==> src/rtl/bam_pkg.sv <==
`default_nettype none
// ============================================================================
// Module   : bam_pkg
// Brief    : Shared types and helpers for the bounded-always property monitor.
// Revision : 1.0 - initial release
// ============================================================================
package bam_pkg;

    localparam int c_max_ages = 64;

    typedef enum logic [1:0] {
        WEAK_BOUNDED   = 2'd0,
        STRONG_BOUNDED = 2'd1,
        WEAK_UNBOUNDED = 2'd2
    } bam_mode_e;

    // Bits needed to hold an age index 0..hi (never narrower than one bit).
    function automatic int age_w(input int hi);
        return (hi < 1) ? 1 : $clog2(hi + 1);
    endfunction

    function automatic int unsigned popcount(input logic [63:0] v);
        int unsigned n;
        n = 0;
        for (int i = 0; i < 64; i++) begin
            n = n + 32'(v[i]);
        end
        return n;
    endfunction

    function automatic logic [63:0] sat_add(input logic [63:0] acc,
                                            input logic [63:0] inc,
                                            input int          cw);
        logic [63:0] lim;
        logic [63:0] sum;
        lim = (64'd1 << cw) - 64'd1;
        sum = acc + inc;
        return (sum > lim) ? lim : sum;
    endfunction

endpackage
`default_nettype wire

==> src/rtl/bounded_always_monitor_if.sv <==
`default_nettype none
// ============================================================================
// Module   : bounded_always_monitor_if
// Brief    : Trigger/check inputs and verdict outputs of the property monitor.
// Revision : 1.0 - initial release
// ============================================================================
interface bounded_always_monitor_if #(
    parameter int CW = 16
) ();

    logic          en;
    logic          a;
    logic          eot;
    logic          pass;
    logic          fail;
    logic          active;
    logic [CW-1:0] pass_count;
    logic [CW-1:0] fail_count;

    modport master (
        output en, a, eot,
        input  pass, fail, active, pass_count, fail_count
    );

    modport slave (
        input  en, a, eot,
        output pass, fail, active, pass_count, fail_count
    );

endinterface
`default_nettype wire

==> src/rtl/bam_attempt_shreg.sv <==
`default_nettype none
// ============================================================================
// Module   : bam_attempt_shreg
// Brief    : One pending bit per attempt age; kills bits whose window sees a=0.
// Revision : 1.0 - initial release
// ============================================================================
module bam_attempt_shreg
    import bam_pkg::*;
#(
    parameter int AGES = 6,
    parameter int LO   = 2
) (
    input  wire logic            clk,
    input  wire logic            reset,
    input  wire logic            i_start,
    input  wire logic            i_a,
    input  wire logic            i_clear,
    output logic [AGES-1:0]      o_kill,
    output logic                 o_exit,
    output logic [AGES-1:0]      o_live
);

    logic [AGES-1:0] w_age;
    logic [AGES-1:0] w_surv;

    assign w_age[0] = i_start;
    assign w_surv   = w_age & ~o_kill;
    // The oldest slot never stores; its survivor leaves through o_exit.
    assign o_exit   = w_surv[AGES-1];

    for (genvar k = 0; k < AGES; k++) begin : g_age
        if (k >= LO) begin : g_chk
            assign o_kill[k] = w_age[k] & ~i_a;
        end else begin : g_free
            assign o_kill[k] = 1'b0;
        end

        if (k < AGES - 1) begin : g_stage
            logic r_bit;
            always_ff @(posedge clk or negedge reset) begin
                if (!reset) begin
                    r_bit <= 1'b0;
                end else begin
                    r_bit <= w_surv[k] & ~i_clear;
                end
            end
            assign w_age[k+1] = r_bit;
            assign o_live[k]  = w_surv[k];
        end else begin : g_last
            assign o_live[k] = 1'b0;
        end
    end

endmodule
`default_nettype wire

==> src/rtl/bounded_always_monitor.sv <==
`default_nettype none
// ============================================================================
// Module   : bounded_always_monitor
// Brief    : Runtime checker for always/s_always [LO:HI] and always [LO:$].
// Revision : 1.0 - initial release
// ============================================================================
module bounded_always_monitor
    import bam_pkg::*;
#(
    parameter int LO        = 2,
    parameter int HI        = 5,
    parameter int UNBOUNDED = 0,
    parameter int STRONG    = 0,
    parameter int CW        = 16
) (
    input  wire logic                 clk,
    input  wire logic                 reset,
    bounded_always_monitor_if.slave   bus
);

    localparam int        c_ages  = (UNBOUNDED != 0) ? LO + 1 : HI + 1;
    localparam int        c_cnt_w = age_w(c_ages - 1) + 1;
    localparam bam_mode_e c_mode  = (UNBOUNDED != 0) ? WEAK_UNBOUNDED :
                                    ((STRONG != 0) ? STRONG_BOUNDED : WEAK_BOUNDED);

    if ((STRONG != 0) && (UNBOUNDED != 0)) begin : g_bad_mode
        $error("bounded_always_monitor: STRONG=1 with UNBOUNDED=1 is illegal");
    end
    if ((LO < 0) || ((UNBOUNDED == 0) && (HI < LO))) begin : g_bad_window
        $error("bounded_always_monitor: window needs 0 <= LO <= HI");
    end
    if (c_ages > c_max_ages) begin : g_bad_depth
        $error("bounded_always_monitor: window deeper than 64 ages");
    end
    if ((CW < 1) || (CW > 62)) begin : g_bad_cw
        $error("bounded_always_monitor: CW must be within 1..62");
    end

    logic                w_start;
    logic [c_ages-1:0]   w_kill;
    logic [c_ages-1:0]   w_live;
    logic                w_exit;
    logic [c_cnt_w-1:0]  w_pop_kill;
    logic [c_cnt_w-1:0]  w_pop_live;
    logic [63:0]         w_pass_n;
    logic [63:0]         w_fail_n;
    logic                w_arm_next;
    logic [CW-1:0]       w_armn_next;
    logic [CW-1:0]       w_pc_next;
    logic [CW-1:0]       w_fc_next;

    logic                r_armed;
    logic [CW-1:0]       r_armed_n;
    logic                r_pass;
    logic                r_fail;
    logic                r_active;
    logic [CW-1:0]       r_pass_count;
    logic [CW-1:0]       r_fail_count;

    // A trigger coinciding with end-of-trace never starts an attempt.
    assign w_start = bus.en & ~bus.eot;

    bam_attempt_shreg #(
        .AGES (c_ages),
        .LO   (LO)
    ) u_shreg (
        .clk     (clk),
        .reset   (reset),
        .i_start (w_start),
        .i_a     (bus.a),
        .i_clear (bus.eot),
        .o_kill  (w_kill),
        .o_exit  (w_exit),
        .o_live  (w_live)
    );

    assign w_pop_kill = c_cnt_w'(popcount(64'(w_kill)));
    assign w_pop_live = c_cnt_w'(popcount(64'(w_live)));

    always_comb begin
        w_pass_n    = 64'd0;
        w_fail_n    = 64'(w_pop_kill);
        w_arm_next  = 1'b0;
        w_armn_next = '0;
        if (c_mode == WEAK_UNBOUNDED) begin
            // Attempts past LO collapse into one armed flag carrying their count.
            if (r_armed && !bus.a) begin
                w_fail_n = w_fail_n + 64'(r_armed_n);
            end
            w_arm_next  = (r_armed & bus.a) | w_exit;
            w_armn_next = CW'(sat_add((r_armed && bus.a) ? 64'(r_armed_n) : 64'd0,
                                      64'(w_exit), CW));
            if (bus.eot) begin
                w_pass_n = 64'(w_pop_live) + (w_arm_next ? 64'(w_armn_next) : 64'd0);
            end
        end else if (c_mode == STRONG_BOUNDED) begin
            w_pass_n = 64'(w_exit);
            if (bus.eot) begin
                w_fail_n = w_fail_n + 64'(w_pop_live);
            end
        end else begin
            w_pass_n = 64'(w_exit);
            if (bus.eot) begin
                w_pass_n = w_pass_n + 64'(w_pop_live);
            end
        end
        w_pc_next = CW'(sat_add(64'(r_pass_count), w_pass_n, CW));
        w_fc_next = CW'(sat_add(64'(r_fail_count), w_fail_n, CW));
    end

    always_ff @(posedge clk or negedge reset) begin
        if (!reset) begin
            r_armed      <= 1'b0;
            r_armed_n    <= '0;
            r_pass       <= 1'b0;
            r_fail       <= 1'b0;
            r_active     <= 1'b0;
            r_pass_count <= '0;
            r_fail_count <= '0;
        end else begin
            r_armed      <= w_arm_next & ~bus.eot;
            r_armed_n    <= bus.eot ? '0 : w_armn_next;
            r_pass       <= |w_pass_n;
            r_fail       <= |w_fail_n;
            r_active     <= ~bus.eot & ((|w_live) | w_arm_next);
            r_pass_count <= w_pc_next;
            r_fail_count <= w_fc_next;
        end
    end

    assign bus.pass       = r_pass;
    assign bus.fail       = r_fail;
    assign bus.active     = r_active;
    assign bus.pass_count = r_pass_count;
    assign bus.fail_count = r_fail_count;

endmodule
`default_nettype wire

==> src/flat_wrapper.sv <==
// flat-port wrapper written by rule: the top's interface ports become plain ports
module bounded_always_monitor_flat import bam_pkg::*;
#(
    parameter int LO        = 2,
    parameter int HI        = 5,
    parameter int UNBOUNDED = 0,
    parameter int STRONG    = 0,
    parameter int CW        = 16
)
  (clk, reset, bus_en, bus_a, bus_eot, bus_pass, bus_fail, bus_active, bus_pass_count, bus_fail_count);
  bounded_always_monitor_if #(.CW(CW)) bus_i ();
  input  wire logic clk;
  input  wire logic reset;
  input wire logic [$bits(bus_i.en)-1:0] bus_en;
  input wire logic [$bits(bus_i.a)-1:0] bus_a;
  input wire logic [$bits(bus_i.eot)-1:0] bus_eot;
  output wire logic [$bits(bus_i.pass)-1:0] bus_pass;
  output wire logic [$bits(bus_i.fail)-1:0] bus_fail;
  output wire logic [$bits(bus_i.active)-1:0] bus_active;
  output wire logic [$bits(bus_i.pass_count)-1:0] bus_pass_count;
  output wire logic [$bits(bus_i.fail_count)-1:0] bus_fail_count;
  assign bus_i.en = bus_en;
  assign bus_i.a = bus_a;
  assign bus_i.eot = bus_eot;
  assign bus_pass = bus_i.pass;
  assign bus_fail = bus_i.fail;
  assign bus_active = bus_i.active;
  assign bus_pass_count = bus_i.pass_count;
  assign bus_fail_count = bus_i.fail_count;
  bounded_always_monitor #(.LO(LO), .HI(HI), .UNBOUNDED(UNBOUNDED), .STRONG(STRONG), .CW(CW)) u_core (.clk(clk), .reset(reset), .bus(bus_i));
endmodule
==> config.mk <==
export PLATFORM = sky130hd
export DESIGN_NAME = bounded_always_monitor_flat
export DESIGN_NICKNAME = d
export VERILOG_FILES = /design/src/rtl/bam_pkg.sv /design/src/rtl/bounded_always_monitor_if.sv /design/src/rtl/bam_attempt_shreg.sv /design/src/rtl/bounded_always_monitor.sv /design/src/flat_wrapper.sv
export SDC_FILE = /design/constraint.sdc
export NUM_CORES = 1
export LEC_CHECK = 0
export ABC_AREA = 1
export CORE_UTILIZATION = 54
export CTS_CLUSTER_SIZE = 25
export DETAILED_ROUTE_END_ITERATION = 10
export GPL_TIMING_DRIVEN = 0
export HOLD_SLACK_MARGIN = 0.1
export PLACE_DENSITY = 0.79
export SLEW_MARGIN = 5
export SYNTH_ARGS = -nofsm -noshare
export SYNTH_HDL_FRONTEND = slang
export SYNTH_SLANG_ARGS = --single-unit
==> constraint.sdc <==
create_clock -name clk -period 4.75 [get_ports clk]
set_clock_uncertainty 0.05 [all_clocks]
set_input_delay 0.95 -clock clk [delete_from_list [all_inputs] [get_ports clk]]
set_output_delay 0.95 -clock clk [all_outputs]
set_load 0.03 [all_outputs]
# --- Word-level counts from Yosys, hierarchy flattened ---
# Index checks and enable logic that the tools add are counted.
op_classes:
  addsub: 10
  magnitude_cmp: 2
  n_mux: 3
  n_bitwise: 15
  reduce_logical: 3
op_table:
  columns: ["op", "count"]
  rows:
  - ["$add A16 B64 Y64", 1]
  - ["$gt A64 B16 Y1 const B", 1]
  - ["$mux W64", 1]
  - ["$reduce_or A64 Y1", 1]
  - ["$mux W16", 2]
  - ["$add A4 B1 Y4", 5]
  - ["$add A16 B4 Y17", 1]
  - ["$gt A17 B16 Y1 const B", 1]
  - ["$and A1 B1 Y1", 11]
  - ["$and A6 B6 Y6", 1]
  - ["$not A6 Y6", 1]
  - ["$add A1 B4 Y5", 1]
  - ["$reduce_or A5 Y1", 1]
  - ["$add A1 B1 Y2", 2]
  - ["$reduce_or A4 Y1", 1]
  - ["$not A1 Y1", 2]
word_totals:
  register_bits: 40
  out_inout_bits: 35
  elab_cells: 43

# --- Longest topological paths before layout ---
depth:
  ltp_word: 13
  ltp_mapped: 22
  ltp_nobuf: 22

# --- By module ---
# Synthesis repeated with hierarchy kept, for this count alone.
hier_totals:
  hier_cells: 320
  hier_area_um2: 2514.9
by_module_without_submodules:
  columns: ["module", "instances", "cells_per_inst", "area_per_inst_um2", "seq_area_each_um2"]
  rows:
  - ["bounded_always_monitor", 1, 285, 2250.9, 875.8]
  - ["bam_attempt_shreg", 1, 35, 264.0, 125.1]

# --- Worst setup path before layout ---
# Ideal clock, no wire load.
synth_path:
  path_type: "in2reg"
  start: "input port bus_eot"
  end: "register u_core.r_pass_count[13], in the netlist u_core.bus.pass_count[13]"
  setup_ns: 0.123
  t_arrival_ns: 4.243
  t_required_ns: 4.577
  path_slack_ns: 0.334
  path_stages: 19
  path_buffers: 2
  path_cell_list: "clkbuf_1 nor2_1 ha_1 inv_1 fa_1 inv_1 ha_1 inv_1 fa_1 inv_1 ha_1 nand2_1 inv_1 fa_1 nand3_1 nand2_1 nand4_4 buf_6 nand3_2"
synth_between:
  elab_chain_cells: 12
synth_lines:
  columns: ["item", "line", "text"]
  rows:
  - ["from (decl)", "flat_wrapper.sv:16", "input wire logic [$bits(bus_i.eot)-1:0] bus_eot;"]
  - ["$not A1 Y1", null, null]
  - ["$and A1 B1 Y1", "bounded_always_monitor.sv:61", "assign w_start = bus.en & ~bus.eot;"]
  - ["$and A6 B6 Y6", "bam_attempt_shreg.sv:27", "assign w_surv = w_age & ~o_kill;"]
  - ["$add A1 B1 Y2", "bam_pkg.sv:26", "n = n + 32'(v[i]);"]
  - ["$add A4 B1 Y4 (3 in series)", "bam_pkg.sv:26", null]
  - ["$add A1 B4 Y5", "bounded_always_monitor.sv:104", "w_pass_n = w_pass_n + 64'(w_pop_live);"]
  - ["$mux W64 (*)", "bounded_always_monitor.sv:103", "if (bus.eot) begin"]
  - ["$add A16 B64 Y64 (*)", "bam_pkg.sv:37", "sum = acc + inc;"]
  - ["$gt A64 B16 Y1", "bam_pkg.sv:38", "return (sum > lim) ? lim : sum;"]
  - ["$mux W16 (*)", "bam_pkg.sv:38", null]
  - ["net u_core.w_pc_next[13]", "bounded_always_monitor.sv:49", "logic [CW-1:0] w_pc_next;"]
  - ["to (signal assigned)", "bounded_always_monitor.sv:126", "r_pass_count <= w_pc_next;"]
  - ["to (decl)", "bounded_always_monitor.sv:57", "logic [CW-1:0] r_pass_count;"]
# Mark *: on every way through the listed nets, which the timed path passes. The rest lies on a longest branch.

# --- Final worst setup path ---
layout_path:
  start: "input port bus_eot"
  end: "register u_core.r_pass_count[5], in the netlist u_core.bus.pass_count[5]"
# The elaborated chain is that of the path after synthesis.

==> summary.md <==
| Metric | Value |
|---|---|
| Final ANT Viol Nets | `0` |
| Worst EP arrival | `4640 ps` |
| Die Y | `70.31 µm` |
| Peak supply drop | `0.0003085 V` |
| Final Slew Violations | `0` |
| Most common cell after layout, fill and taps aside | `nand2_1` |
| Crit path launch type | `input port` |
| Place WS | `-548.3 ps` |
| Highest Clock Rate | `0.2212 GHz` |
| Slew headroom | `79.04%` |
| Footprint of the multi-input gates | `1334 µm²` |
| Worst Max-Slew Pin Slew | `313.4 ps` |
| Core Footprint | `4414 µm²` |
| Class of the worst hold path | `reg2reg` |
| Vias per cell | `between 5 and 6` |
| Total Wirelength | `4948 µm` |
| First-pass GRT wire length | `8700 µm` |
| Combinational family with the most area after synthesis | `simple AND/OR/NAND/NOR gates` |
| Synth Instances | `311` |
| Mux share of post-synthesis cell area | `0%` |
| Grt total ovfl | `0` |
| Synth Area in XOR/XNOR | `3.476%` |
| Compound-cell area share of the yosys netlist | `under 10%` |
| Seq cells post-synth | `40` |
| Layout cells sized above 1 | `12.53%` |
| Critical Path Source | `bus_eot` |
| Initial Utilization | `57.09%` |
| RSZ-0062 raised after global routing | `false` |
| Status | `finished, final reports clean` |
| Design area | `~3100 µm²` |
| DRC | `0` |
| Max-Cap Viols | `0` |
| Adder-cell share of the synthesized area | `10.43%` |
| P_leak | `1.631 nW` |
| Sequential cell area | `around 1000 µm²` |
| Avg Inst Size Synth | `8.103 µm²` |
| Largest net degree at the start of global routing | `30` |
| Final Wtd Congestion | `0.8074` |
| Number of CTS-inserted buffers | `5` |
| Simple-gate share of the synthesized area | `a little over a third` |
| DP HPWL | `3795 µm` |
| RR Startpoint | `u_core.u_shreg.g_age[0].g_stage.r_bit` |
| Setup Viol. Count Final | `0` |
| Netlist Area Pre-Place | `~2500 µm²` |
| DR iter-0 viols | `50` |
| Total Routing Usage GR | `22.24%` |
| Clock root buffer | `clkbuf_8` |
| Area Overhead vs Synth | `23.49%` |
| Vias in the first global route | `1,993` |
| Setup ws final | `between 200 and 250 ps` |
| CP Max Fanout | `10` |
| Post-Syn Nets | `between 300 and 400` |
| Buffers on Ports | `39` |
| Pwr Total | `approximately 1.0 mW` |
| H-tree level count | `2` |
| Hold_sp | `u_core.u_shreg.g_age[0].g_stage.r_bit` |
| Io pins | `40` |
| Filler Cells Inserted | `367` |
| Clock sinks | `40` |
| TritonCTS clock tree | `done` |
| Synth warn | `0` |
| Final Cycle Share | `between 90% and 100%` |
| Antenna violations before repair | `0` |
| Post-synth cell types | `30` |
| TNS Setup | `0 ps` |
| Clk pin slew, worst setup/hold paths | `70 ps` |
| Wirelength per Cell | `12.04 µm` |
| Seq/Total Area, Yosys | `39.72%` |
| Antenna Cells | `0` |
| Post-DP Area | `around 3000 µm²` |
| Pwr Density | `321.1 nW/µm²` |
| DIE AREA | `4944 µm²` |
| DR pass1 iterations | `4` |
| Critical path class | `in2reg` |
| Crit end category | `register` |
| CP required | `4870 ps` |
| Buffer levels on the longest clock path | `2` |
| Most frequent cells in the layout | `nand2_1 (74), inv_1 (50), dfrtp_1 (40), clkdlybuf4s50_1 (38), nand3_1 (34)` |
| Rows | `24` |
| Vias | `2,117` |
| Hold Violations, Final | `0` |
| Period minus WS final | `approximately 4500 ps` |
| Nets@finish | `382` |
| Skew-Pair Late Insertion Delay | `290 ps` |
| Die Width | `70.31 µm` |
## metal layers
layer  vias up  wire, µm  track usage, %
li1       1073         -               -
met1       997      2257           27.74
met2        41      2443           37.78
met3         6       187           4.906
met4         0        60           7.778
met5         -         0               0
## cell usage after synthesis
library cell,instances,share of area (%)
nand2_2,11,2.7
and2_1,1,0.25
dfrtp_1,40,40
nor2_1,25,3.7
inv_2,1,0.15
a31oi_1,1,0.25
a21boi_0,1,0.30
buf_6,2,0.89
xor2_1,5,1.7
o21ai_0,8,1.6
or2_2,1,0.25
nand4_1,5,1.2
nand3_1,35,7.0
xnor2_1,5,1.7
fa_1,5,4.0
nand4_4,1,0.84
ha_1,13,6.5
nor3_2,1,0.40
inv_1,50,7.4
clkbuf_1,1,0.15
nand2_1,77,11
a21oi_1,3,0.60
nor3_1,2,0.40
nand3b_1,4,1.2
or3_1,1,0.25
nor2_4,3,1.3
nor3_4,1,0.65
nand3_4,1,0.70
nand3_2,6,2.4
nor2_2,1,0.25
## report_power, final
| part | internal (mW) | switching (mW) |
|---|---|---|
| Sequential | 0.387 | 0.0519 |
| Combinational | 0.146 | 0.194 |
| Clock | 0.100 | 0.120 |
| Total | 0.633 | 0.366 |
## sequential cells by signal, summed over array words and instances, names as in the netlist
signal                              count
u_core.bus.fail                         1
u_core.bus.active                       1
u_core.bus.pass                         1
u_core.bus.pass_count                  16
u_core.bus.fail_count                  16
u_core.u_shreg.g_age.g_stage.r_bit      5
## what timing repair did
item | 4_1_cts | 5_1_grt
buffers inserted | 0 | 1
resized for setup | 2 | 10
pin swaps | 1 | 2
hold buffers | 0 | 0
gates cloned | 0 | 0
setup endpoints to repair | 16 | 16
## cells by family after synthesis
family | after synthesis
AO/OA/AOI/OAI | 13
XOR/XNOR | 10
adder cells (fa/ha/maj) | 18
buffers and inverters | 54
flip-flops | 40
AND/OR/NAND/NOR | 176
## final cells by class
| class | count | area share, % |
|---|---|---|
| inverter | 51 | 6.152 |
| sequential | 40 | 32.17 |
| tap | 52 | 2.091 |
| timing repair buffer | 41 | 13.27 |
| clock inverter | 1 | 0.1608 |
| multi-input combinational | 217 | 42.86 |
| clock buffer | 6 | 2.332 |
| buffer | 3 | 0.9650 |
## worst paths after layout
kind	end	slack, ps	cells after the start
worst max-delay path	u_core.bus.pass_count[5]	230	20
worst min-delay path	u_core.u_shreg.g_age[1].g_stage.r_bit	470	2
worst max register to register	u_core.bus.pass_count[5]	1180	17
worst min register to register	u_core.u_shreg.g_age[1].g_stage.r_bit	470	2
max in group asynchronous	u_core.bus.pass_count[2]	3720	2
min in group asynchronous	u_core.bus.fail_count[13]	480	1
## through the flow
| step | utilization [%] | hold slack (ps) | cells |
|---|---|---|---|
| floorplan | - | 436.5 | 311 |
| global placement | 67.40 | 437.8 | 402 |
| detailed placement | 67.74 | 453.2 | 403 |
| CTS | 69.59 | 468.1 | 410 |
| global route | 70.49 | 493.9 | 411 |
| finish | 70.49 | 467.0 | 411 |
## critical path: stages
cell,delay [ps]
clkdlybuf4s50_1,470
buf_4,170
nor2_2,70
ha_1,270
inv_1,50
fa_1,530
inv_1,40
ha_1,190
inv_1,60
fa_1,410
inv_1,90
ha_1,230
nand2_1,60
inv_1,70
fa_1,450
nand3_2,120
nand2_4,80
nand4_4,110
buf_6,160
nand3_2,70
Note: power is estimated with default switching activity, not from simulation.
==> edit 1: new RTL, config.mk and constraints unchanged <==
`LO` is set to 2 in 3 places; all go to 1.
--- a/src/rtl/bam_attempt_shreg.sv
+++ b/src/rtl/bam_attempt_shreg.sv
@@ -10,3 +10,3 @@
     parameter int AGES = 6,
-    parameter int LO   = 2
+    parameter int LO   = 1
 ) (
--- a/src/rtl/bounded_always_monitor.sv
+++ b/src/rtl/bounded_always_monitor.sv
@@ -9,3 +9,3 @@
 #(
-    parameter int LO        = 2,
+    parameter int LO        = 1,
     parameter int HI        = 5,
--- a/src/flat_wrapper.sv
+++ b/src/flat_wrapper.sv
@@ -3,3 +3,3 @@
 #(
-    parameter int LO        = 2,
+    parameter int LO        = 1,
     parameter int HI        = 5,
Behaviour: not the same (a bounded check fails within 4 cycles, from zero or initial values and one cycle with reset low).
==> edit 1 against the original RTL <==
Sequential cell count unchanged; non-clock buffer count decreased by 1; setup slack got worse by 0.0086 ns; area after synthesis about the same; power increased by 2.4%; routed wire length increased by 7.3%; design area decreased by 1.4%; critical endpoint is now u_core.bus.pass_count[10]; largest power group unchanged.
==> edit 1: results (changes against the original RTL) <==
| Metric | Value |
|---|---|
| Vias in the first global route | 2085 (was 1993) |
| Overall Power | 0.00102 W (was 0.000999 W) |
| Drt pass-1 iters | 5 (was 4) |
| Fillers | 372 (was 367) |
| P_sw | 0.000385 W (was 0.000366 W) |
| Sequential share of the synthesized area | 0.397 (about the same) |
| P_comb | 0.000367 W (was 0.000340 W) |
| Met1 wire length | 2.31 mm (was 2.26 mm) |
| IO Port Bufs | 37 (was 39) |
| Flop pwr share | 0.433 (was 0.440) |
| Cells after Synth | 328 (was 311) |
| Outcome | complete, no violations (unchanged) |
| Initial drt markers | 123 (was 50) |
| Routed wire per std cell | 12.5 µm (was 12.0 µm) |
| Largest net degree at the start of global routing | 32 (was 30) |
| Syn_nets | 353 (was 334) |
| Netlist cell types | 28 (was 30) |
| DP Area | 2970 µm² (was 2990 µm²) |
| CP Launch Point | bus_en (was bus_eot) |
| Gr usage total | 0.239 (was 0.222) |
| DP HPWL | 4.06 mm (was 3.79 mm) |
| Critical Path End | u_core.bus.pass_count[10] (was u_core.bus.pass_count[5]) |
| CP Data Arrival Time | 4.65 ns (was 4.64 ns) |
| Metal3 WL | 216 µm (was 187 µm) |
| Static leakage | 1.64 nW (was 1.63 nW) |
| Worst hold slack | 0.466 ns (was 0.467 ns) |
| R2R Setup Slk | 0.89 ns (was 1.18 ns) |
| Worst reg-to-reg path cell count | 19 (was 17) |
| Top post-synthesis cells by count | nand2_1 (96), inv_1 (51), dfrtp_1 (40), nand3_1 (36), nor2_1 (33) (was nand2_1 (77), inv_1 (50), dfrtp_1 (40), nand3_1 (35), nor2_1 (25)) |
| Met2 Wirelength | 2.74 mm (was 2.44 mm) |
| Routability cong. | 0.769 (was 0.807) |
| Routed WL | 5.31 mm (was 4.95 mm) |
| Final net count | 399 (was 382) |
| Met2 Use GR | 0.406 (was 0.378) |
| Proportion of layout cells with a drive suffix above 1 | 0.0642 (was 0.125) |
| VDD IR max | 254 µV (was 308 µV) |
| Number of CTS-inserted buffers | 5 (unchanged) |
| Placed insts | 418 (was 403) |
| Achievable Freq | 221 MHz (about the same) |
| Relative slew slack | 0.737 (was 0.790) |
| Routing usage on met1 | 0.301 (was 0.277) |
| Ranking of synthesized cells by area | dfrtp_1 (40%), nand2_1 (14%), inv_1 (7.6%), nand3_1 (7.2%), ha_1 (7.0%) (was dfrtp_1 (40%), nand2_1 (11%), inv_1 (7.4%), nand3_1 (7.0%), ha_1 (6.5%)) |
| Worst hold path class | in2async (was reg2reg) |
| First-pass GRT wire length | 9.36 mm (was 8.70 mm) |
| DP Worst Slack | -0.308 ns (was -0.548 ns) |
-- edit 1: cell count changes after synthesis, moves of 2 or more --
cell,change
nor3_1,+3
nand2_2,-8
nand3_2,-5
xnor2_1,-2
nand2_1,+19
nor2_1,+8
-- edit 1: area by class of cell --
cell class                 count  area [µm²]  share of cell area
multi-input combinational    233        1320               0.429
sequential                    40        1000               0.326
timing repair buffer          39         393               0.128
inverter                      51         191              0.0624
clock buffer                   6        72.6              0.0237
tap                           52        65.1              0.0212
buffer                         4        25.0             0.00816
clock inverter                 1        5.00             0.00163
-- edit 1: what timing repair did --
action                                  in CTS  in global routing
endpoints found under the setup margin       0                 15
buffers inserted                             0                  1
hold endpoints to repair                     0                  0
gates resized for setup                      0                  7
-- edit 1: cell families after synthesis --
group,share of synthesized area
flops,0.397
fa+ha+maj,0.117
compound gates,0.0407
buf+inv,0.0854
simple gates,0.331
xor+xnor,0.0278
==> edit 2: new RTL, config.mk and constraints unchanged <==
Made on the original files. Reset style: synchronous (`reset`), changed in 2 clocked blocks.
--- a/src/rtl/bam_attempt_shreg.sv
+++ b/src/rtl/bam_attempt_shreg.sv
@@ -39,3 +39,3 @@
             logic r_bit;
-            always_ff @(posedge clk or negedge reset) begin
+            always_ff @(posedge clk) begin
                 if (!reset) begin
--- a/src/rtl/bounded_always_monitor.sv
+++ b/src/rtl/bounded_always_monitor.sv
@@ -110,3 +110,3 @@
 
-    always_ff @(posedge clk or negedge reset) begin
+    always_ff @(posedge clk) begin
         if (!reset) begin
Behaviour: differs if reset is asserted again (counterexample within 4 cycles, from zero or initial values and one cycle with reset low); with reset held inactive, the same outputs for 10 cycles.
==> edit 2 against the original RTL <==
Sequential cell count unchanged; critical path depth increased by 3; synthesized cell count increased by 12%; setup slack got worse by 0.045 ns; routed wire length increased by 17%; global-route usage increased by 1.6 points; area after synthesis decreased by 2.0%; utilization increased by 1.1 points; design area increased by 0.88%; highest routed layer unchanged.
Power is not compared: it rests on default switching activity, and its combinational part moved more than twofold at a synthesized area within 25%.
==> edit 2: results (changes against the original RTL) <==
| Metric | Value |
|---|---|
| Outcome | complete, no violations (unchanged) |
| Worst reg-to-reg path cell count | 20 (was 17) |
| Share of flip-flops with an asynchronous set or reset | 0 (was 1.00) |
| Final net count | 421 (was 382) |
| Placed insts | 438 (was 403) |
| Hold path start | u_core.u_shreg.g_age[0].g_stage.r_bit (unchanged) |
| R2R Setup Slk | 1.06 ns (was 1.18 ns) |
| Vias in the first global route | 2157 (was 1993) |
| Initial drt markers | 122 (was 50) |
| CP Launch Point | bus_en (was bus_eot) |
| Crit-path max FO | 7 (was 10) |
| Hold Path End | u_core.u_shreg.g_age[1].g_stage.r_bit (unchanged) |
| Worst hold slack | 0.408 ns (was 0.467 ns) |
| Static leakage | 1.51 nW |
| Routability cong. | 0.868 (was 0.807) |
| Synth Area in Compound Gates | 0.0948 (was 0.0273) |
| Crit-path max cell delay | 0.48 ns (was 0.53 ns) |
| Worst hold path class | reg2reg (unchanged) |
| Syn_nets | 370 (was 334) |
| DP Area | 2920 µm² (was 2990 µm²) |
| ANT cells | 0 (unchanged) |
| Post-synthesis adder-cell area fraction | 0.106 (was 0.104) |
| First-pass GRT wire length | 9.32 mm (was 8.70 mm) |
| Clk pin slew, worst setup/hold paths | 0.08 ns |
| Ranking of synthesized cells by area | dfxtp_1 (32%), nand2_1 (12%), inv_1 (11%), nand3_1 (7.1%), ha_1 (6.6%) (was dfrtp_1 (40%), nand2_1 (11%), inv_1 (7.4%), nand3_1 (7.0%), ha_1 (6.5%)) |
| DP Worst Slack | -0.419 ns (was -0.548 ns) |
| Worst-Margin Slew | 0.666 ns (was 0.313 ns) |
| Critical path's slowest cell | fa_1 (unchanged) |
| Worst r2r src | u_core.u_shreg.g_age[0].g_stage.r_bit (unchanged) |
| CP Data Arrival Time | 4.77 ns (was 4.64 ns) |
| Largest net degree at the start of global routing | 12 (was 30) |
| Routed WL | 5.78 mm (was 4.95 mm) |
| Cells after Synth | 347 (was 311) |
| Netlist cell types | 31 (was 30) |
| Synth Area in XOR/XNOR | 0.0390 (was 0.0348) |
| Period utilization | 0.961 (was 0.952) |
| Proportion of layout cells with a drive suffix above 1 | 0.123 (was 0.125) |
| Sequential share of the synthesized area | 0.324 (was 0.397) |
| Critical Path End | u_core.bus.pass_count[7] (was u_core.bus.pass_count[5]) |
| DRT antenna net count | 0 (unchanged) |
| DP HPWL | 4.01 mm (was 3.79 mm) |
| Gr usage total | 0.238 (was 0.222) |
| Top post-synthesis cells by count | nand2_1 (79), inv_1 (71), dfxtp_1 (40), nand3_1 (35), nor2_1 (33) (was nand2_1 (77), inv_1 (50), dfrtp_1 (40), nand3_1 (35), nor2_1 (25)) |
| Synth Flop Type | dfxtp_1 (was dfrtp_1) |
| Via count | 2347 (was 2117) |
| Final cell count without fillers | 451 (was 411) |
==> edit 2: changes by cell type after synthesis, sizes merged, moves of 2 or more <==
cell,delta
inv,+21
nand3b,-4
dfrtp,-40
nand3,-4
a21oi,+22
dfxtp,+40
buf,+2
nand2,-7
nor3,+3
nor2,+6
o21ai,-4
nand4,-2
==> edit 2: where the power goes <==
group / internal (W) / total, W / switching [W]
clock: 0.000119 / 0.000241 / 0.000122
combinational: 0.0000123 / 0.0000334 / 0.0000211
sequential: 0.000338 / 0.000339 / 0.00000158
==> edit 2: routing by layer <==
layer,share of wire,GRT usage
met1,0.44,0.295
met2,0.48,0.399
met5,0,0
met3,0.050,0.0465
met4,0.031,0.109
==> edit 2: final cells by class <==
type | instances | area (µm²)
multi-input cells | 230 | 1430
fillers | 378 | 1240
flip-flops and latches | 40 | 801
repair buffers | 44 | 448
inverters | 72 | 270
clock buffers | 8 | 90.1
well taps | 52 | 65.1
plain buffers | 5 | 37.5
==> edit 2: worst register-to-register path, cell delays in order (launching register included) <==
cell	delay, ns
dfxtp_1	0.33
ha_1	0.29
inv_1	0.07
fa_1	0.42
inv_1	0.08
ha_1	0.14
inv_1	0.05
fa_1	0.48
inv_1	0.06
ha_1	0.20
or2_2	0.30
nand3_2	0.08
inv_2	0.05
ha_4	0.28
nand3_2	0.09
nand2_4	0.11
nand4_4	0.19
buf_8	0.20
nand3_2	0.07
nand2_1	0.05
inv_1	0.07
==> edit 2: what timing repair did <==
item | 4_1_cts | 5_1_grt
cloned | 0 | 1
endpoints found under the setup margin | 15 | 16
resized for setup | 5 | 13
pin swaps | 0 | 4
hold buffers | 0 | 0
buffers inserted | 0 | 4
